==> src/rtl/pixel_stream_transmitter.sv <==
// Buffers one packed binary frame and streams it to the input layer one pixel per clock.
// Optional macro TX_DOUBLE_BUFFER_EN adds a shadow buffer so the next frame loads during SEND.
module pixel_stream_transmitter #(
  parameter int INPUT_LAYER_NODES = 10,
  parameter int WORD_WIDTH        = 8
) (
  input  logic                  clk,
  input  logic                  reset,
  input  logic [WORD_WIDTH-1:0] wordIn,
  input  logic                  wordValid,
  output logic                  wordReady,
  input  logic                  readyForInputs,
  output logic                  inputsInbound,
  output logic                  pixelValue,
  output logic                  busy,
  output logic                  frameSent
);
  localparam int N     = INPUT_LAYER_NODES;
  localparam int W     = WORD_WIDTH;
  localparam int WORDS = (N + W - 1) / W;
  localparam int PCW   = (N > 1) ? $clog2(N) : 1;
  localparam int WCW   = (WORDS > 1) ? $clog2(WORDS) : 1;

  typedef enum logic [2:0] {IDLE, LOAD, WAIT_READY, SEND, DONE} state_t;

  state_t         state_q, state_d;
  logic [WCW-1:0] wcnt_q, wcnt_d;
  logic [PCW-1:0] pcnt_q, pcnt_d;
  logic [N-1:0]   frame_q, frame_d;
  logic           ready_q, ready_d;
  logic           inbound_q, inbound_d;
  logic           pixel_q, pixel_d;
  logic           busy_q, busy_d;
  logic           sent_q, sent_d;
  logic           accept;

  assign accept = wordValid & ready_q;

`ifdef TX_DOUBLE_BUFFER_EN
  logic [N-1:0]   shadow_q, shadow_d, shadow_n;
  logic [WCW-1:0] swcnt_q, swcnt_d, swcnt_n;
  logic           sfull_q, sfull_d, sfull_n;

  // Words arriving outside IDLE/LOAD are collected in the shadow buffer.
  always_comb begin
    shadow_n = shadow_q;
    swcnt_n  = swcnt_q;
    sfull_n  = sfull_q;
    if (accept && state_q != IDLE && state_q != LOAD) begin
      for (int k = 0; k < N; k++)
        if (swcnt_q == WCW'(k / W)) shadow_n[k] = wordIn[k % W];
      if (swcnt_q == WCW'(WORDS - 1)) begin
        swcnt_n = '0;
        sfull_n = 1'b1;
      end else begin
        swcnt_n = swcnt_q + WCW'(1);
      end
    end
  end
`endif

  always_comb begin
    state_d   = state_q;
    wcnt_d    = wcnt_q;
    pcnt_d    = pcnt_q;
    frame_d   = frame_q;
    inbound_d = 1'b0;
    pixel_d   = 1'b0;
    sent_d    = 1'b0;
`ifdef TX_DOUBLE_BUFFER_EN
    shadow_d  = shadow_n;
    swcnt_d   = swcnt_n;
    sfull_d   = sfull_n;
`endif
    case (state_q)
      IDLE, LOAD: begin
        if (accept) begin
          for (int k = 0; k < N; k++)
            if (wcnt_q == WCW'(k / W)) frame_d[k] = wordIn[k % W];
          if (wcnt_q == WCW'(WORDS - 1)) begin
            wcnt_d  = '0;
            state_d = WAIT_READY;
          end else begin
            wcnt_d  = wcnt_q + WCW'(1);
            state_d = LOAD;
          end
        end
      end
      WAIT_READY: begin
        if (readyForInputs) begin
          state_d   = SEND;
          pcnt_d    = '0;
          inbound_d = 1'b1;
          pixel_d   = frame_q[0];
        end
      end
      SEND: begin
        if (pcnt_q == PCW'(N - 1)) begin
          state_d = DONE;
          pcnt_d  = '0;
          sent_d  = 1'b1;
        end else begin
          pcnt_d    = pcnt_q + PCW'(1);
          inbound_d = 1'b1;
          pixel_d   = frame_q[pcnt_d];
        end
      end
      DONE: begin
        state_d = IDLE;
`ifdef TX_DOUBLE_BUFFER_EN
        if (sfull_n) begin
          frame_d = shadow_n;
          sfull_d = 1'b0;
          swcnt_d = '0;
          // Sampling readyForInputs here keeps the gap between frames at the single DONE cycle.
          if (readyForInputs) begin
            state_d   = SEND;
            pcnt_d    = '0;
            inbound_d = 1'b1;
            pixel_d   = shadow_n[0];
          end else begin
            state_d = WAIT_READY;
          end
        end else if (swcnt_n != '0) begin
          frame_d = shadow_n;
          wcnt_d  = swcnt_n;
          swcnt_d = '0;
          state_d = LOAD;
        end
`endif
      end
      default: state_d = IDLE;
    endcase
    ready_d = (state_d == IDLE) || (state_d == LOAD);
`ifdef TX_DOUBLE_BUFFER_EN
    ready_d = ready_d || !sfull_d;
`endif
    busy_d = (state_d != IDLE);
  end

  always_ff @(posedge clk or negedge reset) begin
    if (!reset) begin
      state_q   <= IDLE;
      wcnt_q    <= '0;
      pcnt_q    <= '0;
      frame_q   <= '0;
      ready_q   <= 1'b0;
      inbound_q <= 1'b0;
      pixel_q   <= 1'b0;
      busy_q    <= 1'b0;
      sent_q    <= 1'b0;
`ifdef TX_DOUBLE_BUFFER_EN
      shadow_q  <= '0;
      swcnt_q   <= '0;
      sfull_q   <= 1'b0;
`endif
    end else begin
      state_q   <= state_d;
      wcnt_q    <= wcnt_d;
      pcnt_q    <= pcnt_d;
      frame_q   <= frame_d;
      ready_q   <= ready_d;
      inbound_q <= inbound_d;
      pixel_q   <= pixel_d;
      busy_q    <= busy_d;
      sent_q    <= sent_d;
`ifdef TX_DOUBLE_BUFFER_EN
      shadow_q  <= shadow_d;
      swcnt_q   <= swcnt_d;
      sfull_q   <= sfull_d;
`endif
    end
  end

  assign wordReady     = ready_q;
  assign inputsInbound = inbound_q;
  assign pixelValue    = pixel_q;
  assign busy          = busy_q;
  assign frameSent     = sent_q;

endmodule

==> config.mk <==
export PLATFORM = sky130hd
export DESIGN_NAME = pixel_stream_transmitter
export DESIGN_NICKNAME = d
export VERILOG_FILES = /design/src/rtl/pixel_stream_transmitter.sv
export SDC_FILE = /design/constraint.sdc
export NUM_CORES = 1
export LEC_CHECK = 0
export BUFFER_PORTS_ARGS = -buffer_cell sky130_fd_sc_hd__buf_2
export CORE_MARGIN = 4
export CORE_UTILIZATION = 25
export CTS_CLUSTER_DIAMETER = 30
export DETAILED_ROUTE_END_ITERATION = 10
export GPL_TIMING_DRIVEN = 0
export PLACE_DENSITY = 0.43
export SLEW_MARGIN = 30
export SYNTH_ARGS = -nofsm -noshare
export SYNTH_HDL_FRONTEND = slang
export SYNTH_SLANG_ARGS = --single-unit
==> constraint.sdc <==
create_clock -name clk -period 3.8 [get_ports clk]
set_input_delay 0.38 -clock clk [delete_from_list [all_inputs] [get_ports clk]]
set_output_delay 0.38 -clock clk [all_outputs]
set_load 0.03 [all_outputs]
==> results.md, run 1 <==
Final layout:
- Leaving out fill and tap cells, the most frequent cell in the layout is dfrtp_1.
- Of the cells placed in the final design, the portion with a size suffix greater than 1 is 0.318.
- The antenna diode count is 0.
- The largest registers in the layout are frame_q: 10 flops, pcnt_q: 4 flops, state_q: 3 flops.
- The library cells used most frequently in the layout, excluding fill and tap cells, are dfrtp_1 (23), buf_2 (17), nand2_1 (10), mux2_2 (10).
- After routing the design area is ~1200 um2.
- The number of cells in the finished layout apart from fillers is 160.
- In the final design database the tool counted around 130 nets.
- From synthesis to final layout, the design area changed by 18.0%.
- The largest register by flop count is frame_q.
- The number of flip-flops in the largest register is 10.

Synthesis:
- The distinct cell type count after synthesis is 27.
- The per-instance average area after synthesis is 11.6 um2.
- In this run the cell area of the synthesized design comes to around 1000 um2.
- By area, the combinational part of the netlist is dominated by simple AND/OR/NAND/NOR gates.
- Of the total synthesized cell area, the portion taken by AND, OR, NAND and NOR gates is 0.143.
- In the synthesized netlist the dominant register cell turns out to be dfrtp_1.
- The xor/xnor cell area share of the yosys netlist is 0.0251.
- The area share of fa/ha/maj cells after synthesis is 0.0239.
- Synthesis produced a netlist with a net count of approximately 100.
- The sequential-to-total area share from yosys stat is 0.550.
- After synthesis, the share of flip-flops with an asynchronous set or reset is 1.00.
- The portion of synthesized area spent on multiplexers is 0.127.
- The count of yosys warnings during synthesis is 0.
- The synthesized-area fraction occupied by ao, oa, aoi and oai cells is 0.105.
- The proportion of netlist area held by the largest area contributor is 0.550.
- The post-synthesis register bit count is 23.
- Counting every instance in the synthesized netlist gives 90.
- The largest area contributor in the netlist is dfrtp_1.
- Ranked by total cell area, the synthesized netlist is headed by dfrtp_1 (55%), mux2_2 (11%), nand2_1 (3.6%).
- Yosys mapped a number of flops with a built-in enable equal to 0.

Routing:
- The total wire length is 1920 um.
- Using the TritonRoute via totals, the vias-per-cell ratio works out to between 4 and 5.
- The remaining number of nets flagged by the antenna check after routing is 0.
- The pre-antenna-repair detailed-routing pass consisted of 4 iterations.
- For this run, design rule violations remaining after detail routing come to 0.
- Across all layers, the routed design uses 742 vias.
- The starting DRC count in detailed routing is 7.
- Dividing the detail-routed wire length by the instance count gives between 10 and 15 um.

Setup path:
- The worst flop-to-flop path startpoint is pcnt_q[0].
- In this run the critical register-to-register path is captured at pixelValue.
- The critical path goes through ha_1 > xnor2_1 > a2111oi_0 > a31oi_1 > a41o_1.
- For flop-to-flop paths, the worst setup slack is 2.02 ns.
- Measured in cells, the most critical reg-to-reg path has a length of 5.
- The sum of buffers and inverters on the critical path is 0.
- Along the worst path, the maximum fanout reaches 5.
- Data on the critical path arrives at its endpoint at 1.93 ns.
- STA puts the critical path data required time at about 4.0 ns.
- On the worst path, the slowest cell contributes a delay of 0.46 ns.
- The startpoint type of the worst setup path is a register.
- The cell family contributing the most delay on the critical path is compound AO/OA/AOI/OAI gates.
- The slowest stage of the critical path is the a2111oi_0 cell.
- STA classifies the critical path endpoint as a register.
- The worst setup path is of the reg2reg kind.

Clocking:
- The clock passes through at most 2 buffers.
- The root buffer cell chosen for the clock tree is clkbuf_8.
- The TritonCTS sink count is 23.
- The H-tree level count is 1.
- The buffer count from post-CTS setup fixing is 0.
- The number of resized instances in the post-cts repair step is 0.
- The clock slew at the register clock pins of the worst setup and hold paths is ~0.08 ns.
- The CTS tree is built.
- The total CTS buffers is 3.
- For this design, the CTS-stage hold fixing added 0 buffers.
- Clock latency on the worst-skew pair, taken at its later pin, is 0.26 ns.

Placed design:
- The placed cell area is between 1000 and 1500 um2.
- Routability-driven placement finished with a final weighted congestion of just over 0.7.
- The HPWL after detailed placement is roughly 1500 um.
- The number of placed instances, taps included, is about 160.
- Buffers placed on the I/O ports in this run total 16.

Global route:
- Entering global routing, the biggest net connects 24 pins.
- Global routing finished with a remaining overflow of 0.
- The number of global-route vias before repair is 757.
- The number of antenna violations at the first check in global routing is 0.
- The first-pass GRT wire length is about 3300 um.
- Across every metal layer, demand over resource in global routing totals 0.0800.

Job:
- Max-cap violations in this run came to 0.

Outcome:
- The run finished with clean final reports.

Pwr:
- The share of total power dissipated in combinational logic is 0.410.
- The maximum ir drop on the vdd rail is 0.202 mV.
- Overall power consumption after layout is estimated at around 1 mW.
- The part of the total power dissipated in sequential elements is 0.438.
- In this run the power spent charging and discharging nets is roughly 0.37 mW.
- Of the total power, the share spent switching nets is 0.382.
- In this run the static leakage power is ~0.57 nW.
- Power spread over the standard cell area amounts to around 790 nW/um2.
- The internal power contribution is 0.605 mW.
- The clock share of power is 0.152.

Timing:
- For the finished layout, the period the worst path requires is about 1.8 ns.
- The number of max-slew violations in the final report is 0.
- Setup repair after global routing left no endpoint under its margin.
- The hold violation total from the final report is 0.
- The upper clock frequency limit is roughly 0.56 GHz.
- The number of failing setup endpoints in the final timing report is 0.
- Summed over all failing endpoints, the final setup total negative slack is 0 ns.
- At the pin with the least slew margin, the transition time is roughly 0.60 ns.
- Between clock sinks in the finished design, the worst skew comes to just over 0.006 ns.
- The tightest slew margin relative to the limit is 0.598.
- The final cycle utilization of the critical path is 0.468.

Floorplan:
- The die covers around 5300 um2.
- The overall die width is 72.7 um.
- The number of placement rows is 23.
- The die is about 73 um tall.
- The I/O pin count is 17.
- The core region area is 4030 um2.
- For this configuration, the core starts out at a cell density of 0.260.

Hold path:
- The path class of the tightest hold or removal check is in2async.
[layout make-up]
class	count	area [um2]
plain buffers	1	5.00
flip-flops and latches	23	576
clock buffers	3	41.3
inverters	6	22.5
multi-input cells	60	444
well taps	50	62.6
fillers	437	2790
clock inverters	1	5.00
repair buffers	16	80.1
[synth_stat cells (2+ instances only)]
library cell	number
nor2_1	3
mux2i_1	2
ha_1	2
a2111oi_0	2
a21oi_1	3
inv_1	6
nor2b_1	2
o21ai_0	6
mux2_2	10
a31oi_1	2
nand3b_1	2
dfrtp_1	23
xor2_1	2
nand3_1	3
nand2_1	10
[logic make-up (layout without fill, tap and decap cells)]
kind of cell,after synthesis,after routing
AND/OR/NAND/NOR,26,26
multiplexers,12,12
AO/OA/AOI/OAI,17,17
XOR/XNOR,3,3
adder cells (fa/ha/maj),2,2
flip-flops,23,23
buffers and inverters,7,27
[routing by layer]
layer	share of wire	vias to the layer above	wire, um	track usage
li1	-	362	-	-
met1	0.45	369	858	0.0986
met2	0.52	7	1000	0.135
met3	0.021	4	40	0.0179
met4	0.011	0	22	0.0307
met5	0	-	0	0
[power groups by stage]
stage	clock (mW)	sequential (mW)	combinational, mW
after floorplan	0	0.456	0.282
after global placement	0	0.431	0.405
after detailed placement	0	0.436	0.412
after CTS	0.155	0.431	0.412
after global routing	0.164	0.445	0.449
final	0.149	0.429	0.402
[worst max-delay path by stage]
stage | slack, ns | to | startpoint | depth (start not counted)
detailed placement | 2.03 | pixelValue | pcnt_q[0] | 5
finish | 2.02 | pixelValue | pcnt_q[0] | 5
floorplan | 2.25 | pixelValue | pcnt_q[0] | 5
global route | 1.90 | pixelValue | pcnt_q[0] | 5
global placement | 2.00 | pixelValue | pcnt_q[1] | 5
CTS | 2.01 | pixelValue | pcnt_q[0] | 5
[metrics by stage]
| stage | setup WS (ns) | hold slack, ns | utilization |
|---|---|---|---|
| after floorplan | 2.25 | 0.0844 | - |
| after detailed placement | 2.03 | 0.393 | 0.295 |
| after global placement | 2.00 | 0.381 | 0.295 |
| final | 2.02 | 0.0796 | 0.307 |
| after global routing | 1.90 | 0.122 | 0.307 |
| after CTS | 2.01 | 0.0982 | 0.307 |
No activity file was read; power rests on OpenSTA's default activity.
==> inputs of run 2 (changes only) <==
PLACE_DENSITY = 0.44   (was 0.43)
clock period = 1.45 ns   (was 3.8 ns; I/O delays follow)
==> run 2 against run 1 <==
The flow now finishes with violations (negative setup slack). Clock power rose to 2.7 times the previous value. Sequential power rose to 2.8 times the previous value. Utilization up 3.7 points. Routed wire length up 8.1%. Flip-flop and latch count unchanged. Setup slack worse by 2.1 ns. Register-to-register slack worse by 2.1 ns. Worst hold slack better by 0.030 ns. First-iteration DRC count down 14%. Non-clock buffer count up 6. Clock skew down 0.0016 ns. Critical path depth up 1. Largest power group is now combinational cells.
==> results.md, run 2 (synthesis gave the netlist of run 1 again) <==
Outcome:
- The run finished, with violations left.
- The checks that failed: negative setup slack.

Placed design:
- The placed wire-length estimate after detailed placement came to 1490 um (-0.60%).
- The final weighted congestion of routability-driven global placement is 0.761 (+7.6%).
- The number of I/O port buffers came to 16 (unchanged).
- The pre-CTS worst setup slack is -0.154 ns (-2.18 ns).
- The placed cell area is 1250 um2 (+5.0%).
- The instance count after placement with tap cells included is 156 (unchanged).

Routing:
- The remaining number of nets flagged by the antenna check after routing is 0 (unchanged).
- The starting DRC count in detailed routing is 6 (-1).
- The routed length per placed instance came to 12.4 um (+3.6%).
- The via density per instance is 4.46 (-3.9%).
- The total wire length came to 2080 um (+8.1%).
- The via total after detailed routing came to 744 (+0.27%).
- The remaining design rule violation count was 0 (unchanged).
- The length of the first detailed-routing pass in iterations is 2 (-2).

Timing:
- Setup repair after global routing could not meet its margin everywhere.
- The number of failing setup endpoints in the final timing report was 1 (+1).
- The hold violation total from the final report came to 0 (unchanged).
- The time the final worst path needs with I/O delays and setup is 1.53 ns (-0.242 ns).
- The number of max-slew violations in the final report came to 0 (unchanged).
- The tightest slew margin relative to the limit is 0.648 (+0.0497).
- The maximum clock skew at final layout is 0.00449 ns (-0.00164 ns).
- The upper clock frequency limit came to 0.652 GHz (+16%).
- The slack of the critical path came to -0.0846 ns (-2.11 ns).
- The final cycle utilization of the critical path came to 1.06 (+0.591).
- The slew at the pin closest to its max-slew limit is 0.528 ns (-0.0701 ns).

Hold path:
- The tightest min-delay check is of the in2reg type.
- The hold path startpoint is wordIn[0].

Final layout:
- The final non-filler cell area is 1380 um2 (+12%).
- The area growth from synthesis to layout is 32.1%.
- The top cell types in the final layout, fill and taps aside, are dfrtp_1 (20), buf_2 (16), mux2_2 (10), nand2_1 (9).
- The number of nets in the layout is 132 (+5.6%).
- The number of filler cells placed in the layout is 425 (-2.7%).
- The area occupied by multi-input gates was 533 um2 (+20%).
- The final core utilization is 0.343 (+0.0366).
- The sequential standard cell area is 579 um2 (+0.65%).
- The largest register by flop count is frame_q.
- The number of cells in the finished layout apart from fillers is 167 (+4.4%).
- The number of flip-flops in the largest register came to 10 (unchanged).
- The largest registers in the layout are frame_q: 10 flops, pcnt_q: 4 flops, state_q: 3 flops.
- Leaving out fill and tap cells, the most frequent cell in the layout is dfrtp_1.
- The antenna diode count is 0 (unchanged).
- The fraction of final layout cells sized beyond drive strength 1 is 0.436 (+0.118).

Setup path:
- The cell class contributing the biggest share of worst-path delay is compound AO/OA/AOI/OAI gates.
- The startpoint type of the worst setup path is a register.
- The critical path goes through inv_2 > ha_4 > inv_4 > a2111oi_4 > a31oi_1 > a41o_1.
- The worst setup slack for register-to-register paths is -0.08 ns (-2.11 ns).
- The endpoint arrival time on the critical path is 1.68 ns (-0.25 ns).
- The maximum fanout along the worst path is 5 (unchanged).
- The depth of the critical timing path with buffers and inverters included is 6 (+1).
- The library cell contributing the largest single delay on the critical path is dfrtp_2.
- The sum of buffers and inverters on the critical path is 2 (+2).
- The critical path class is reg2reg.
- The worst flop-to-flop path startpoint is pcnt_q[1].
- The worst register-to-register path ends at pixelValue.
- The largest stage delay on the critical path is 0.42 ns (-0.04 ns).
- The first element of the critical path is pcnt_q[1].
- The critical path endpoint is pixelValue.
- The data required time of the worst path is 1.60 ns (-2.36 ns).
- The endpoint kind of the worst setup timing path is a register.
- The length in cells of the worst reg-to-reg path is 6 (+1).

Global route:
- The total track usage is 0.0841 (+0.00417).
- The pin count of the biggest net entering global routing came to 24 (unchanged).
- The total global routing overflow is 0 (unchanged).
- The first-pass GRT wire length is 3460 um (+4.3%).
- The number of global-route vias before repair is 748 (-1.2%).
- The number of antenna violations at the first check in global routing is 0 (unchanged).

Pwr:
- The power density relative to cell area came to 2150 nW/um2 (+170%).
- The overall power is 2.98 mW (+200%).
- The leakage power summed over all cells was 0.599 nW (+5.8%).
- The maximum ir drop on the vdd rail is 0.709 mV (+250%).

Job:
- The max capacitance violation total came to 0 (unchanged).

Clocking:
- The total CTS buffers was 3 (unchanged).
- The maximum root-to-sink buffer count was 2 (unchanged).
- The CTS tree is built.
- The clock insertion delay at the later pin of the skew report came to 0.26 ns (about the same).
- The H-tree level count is 1 (unchanged).
- The clock slew at the register clock pins of the worst setup and hold paths was 0.08 ns (about the same).
- The TritonCTS sink count is 23 (unchanged).
- The root buffer cell is clkbuf_8.

Floorplan:
- The die height is 72.7 um (unchanged).
- The overall die width is 72.7 um (unchanged).
- The starting density of the core came to 0.260 (unchanged).
- The number of placement rows is 23 (unchanged).
- The core region area is 4030 um2 (unchanged).
- The die area is 5290 um2 (unchanged).
- The I/O pin count came to 17 (unchanged).
run 2: area by class of cell:
class,instances,share of cell area
Clock buffer,4,0.0325
Multi-Input combinational cell,61,0.385
Buffer,1,0.00542
Inverter,6,0.0181
Sequential cell,23,0.419
Tap cell,50,0.0452
Timing Repair Buffer,22,0.0949
run 2: repair_timing:
action                                 in CTS  in global routing
endpoints found under the hold margin      23                  0
pin swaps                                   2                  5
gates resized for setup                     3                  6
gates cloned                                0                  1
setup endpoints to repair                  10                 10
setup buffers                               1                  4
hold buffers                                1                  0
run 2: worst min path at each step:
stage                     slack [ns]  depth (start not counted)          to
after floorplan                -0.15                          0        busy
after global placement          0.15                          1  state_q[2]
after detailed placement        0.16                          1  state_q[2]
after CTS                       0.11                          3  frame_q[0]
after global routing            0.10                          2  frame_q[7]
final                           0.11                          3  frame_q[0]
run 2: per-stage QoR:
stage | setup TNS [ns] | hold slack (ns)
floorplan | -0.146 | -0.151
global placement | -0.954 | 0.152
detailed placement | -1.08 | 0.157
CTS | -0.110 | 0.105
global route | -0.155 | 0.103
finish | -0.0846 | 0.110
run 2: per-layer routing:
layer | wire length, um | GRT usage | share of wire
met1 | 979 | 0.106 | 0.47
met2 | 1020 | 0.142 | 0.49
met3 | 65 | 0.0207 | 0.031
met4 | 10 | 0.0246 | 0.0048
met5 | 0 | 0 | 0
run 2: worst register-to-register path, stage by stage, from the launching register on:
cell and delay, ns:
dfrtp_2 0.42, inv_2 0.06, ha_4 0.30, inv_4 0.04, a2111oi_4 0.26, a31oi_1 0.08
a41o_1 0.26
run 2: power breakdown:
part	switching, mW	internal, mW
Sequential	0.264	0.930
Clock	0.199	0.196
Combinational	0.708	0.682
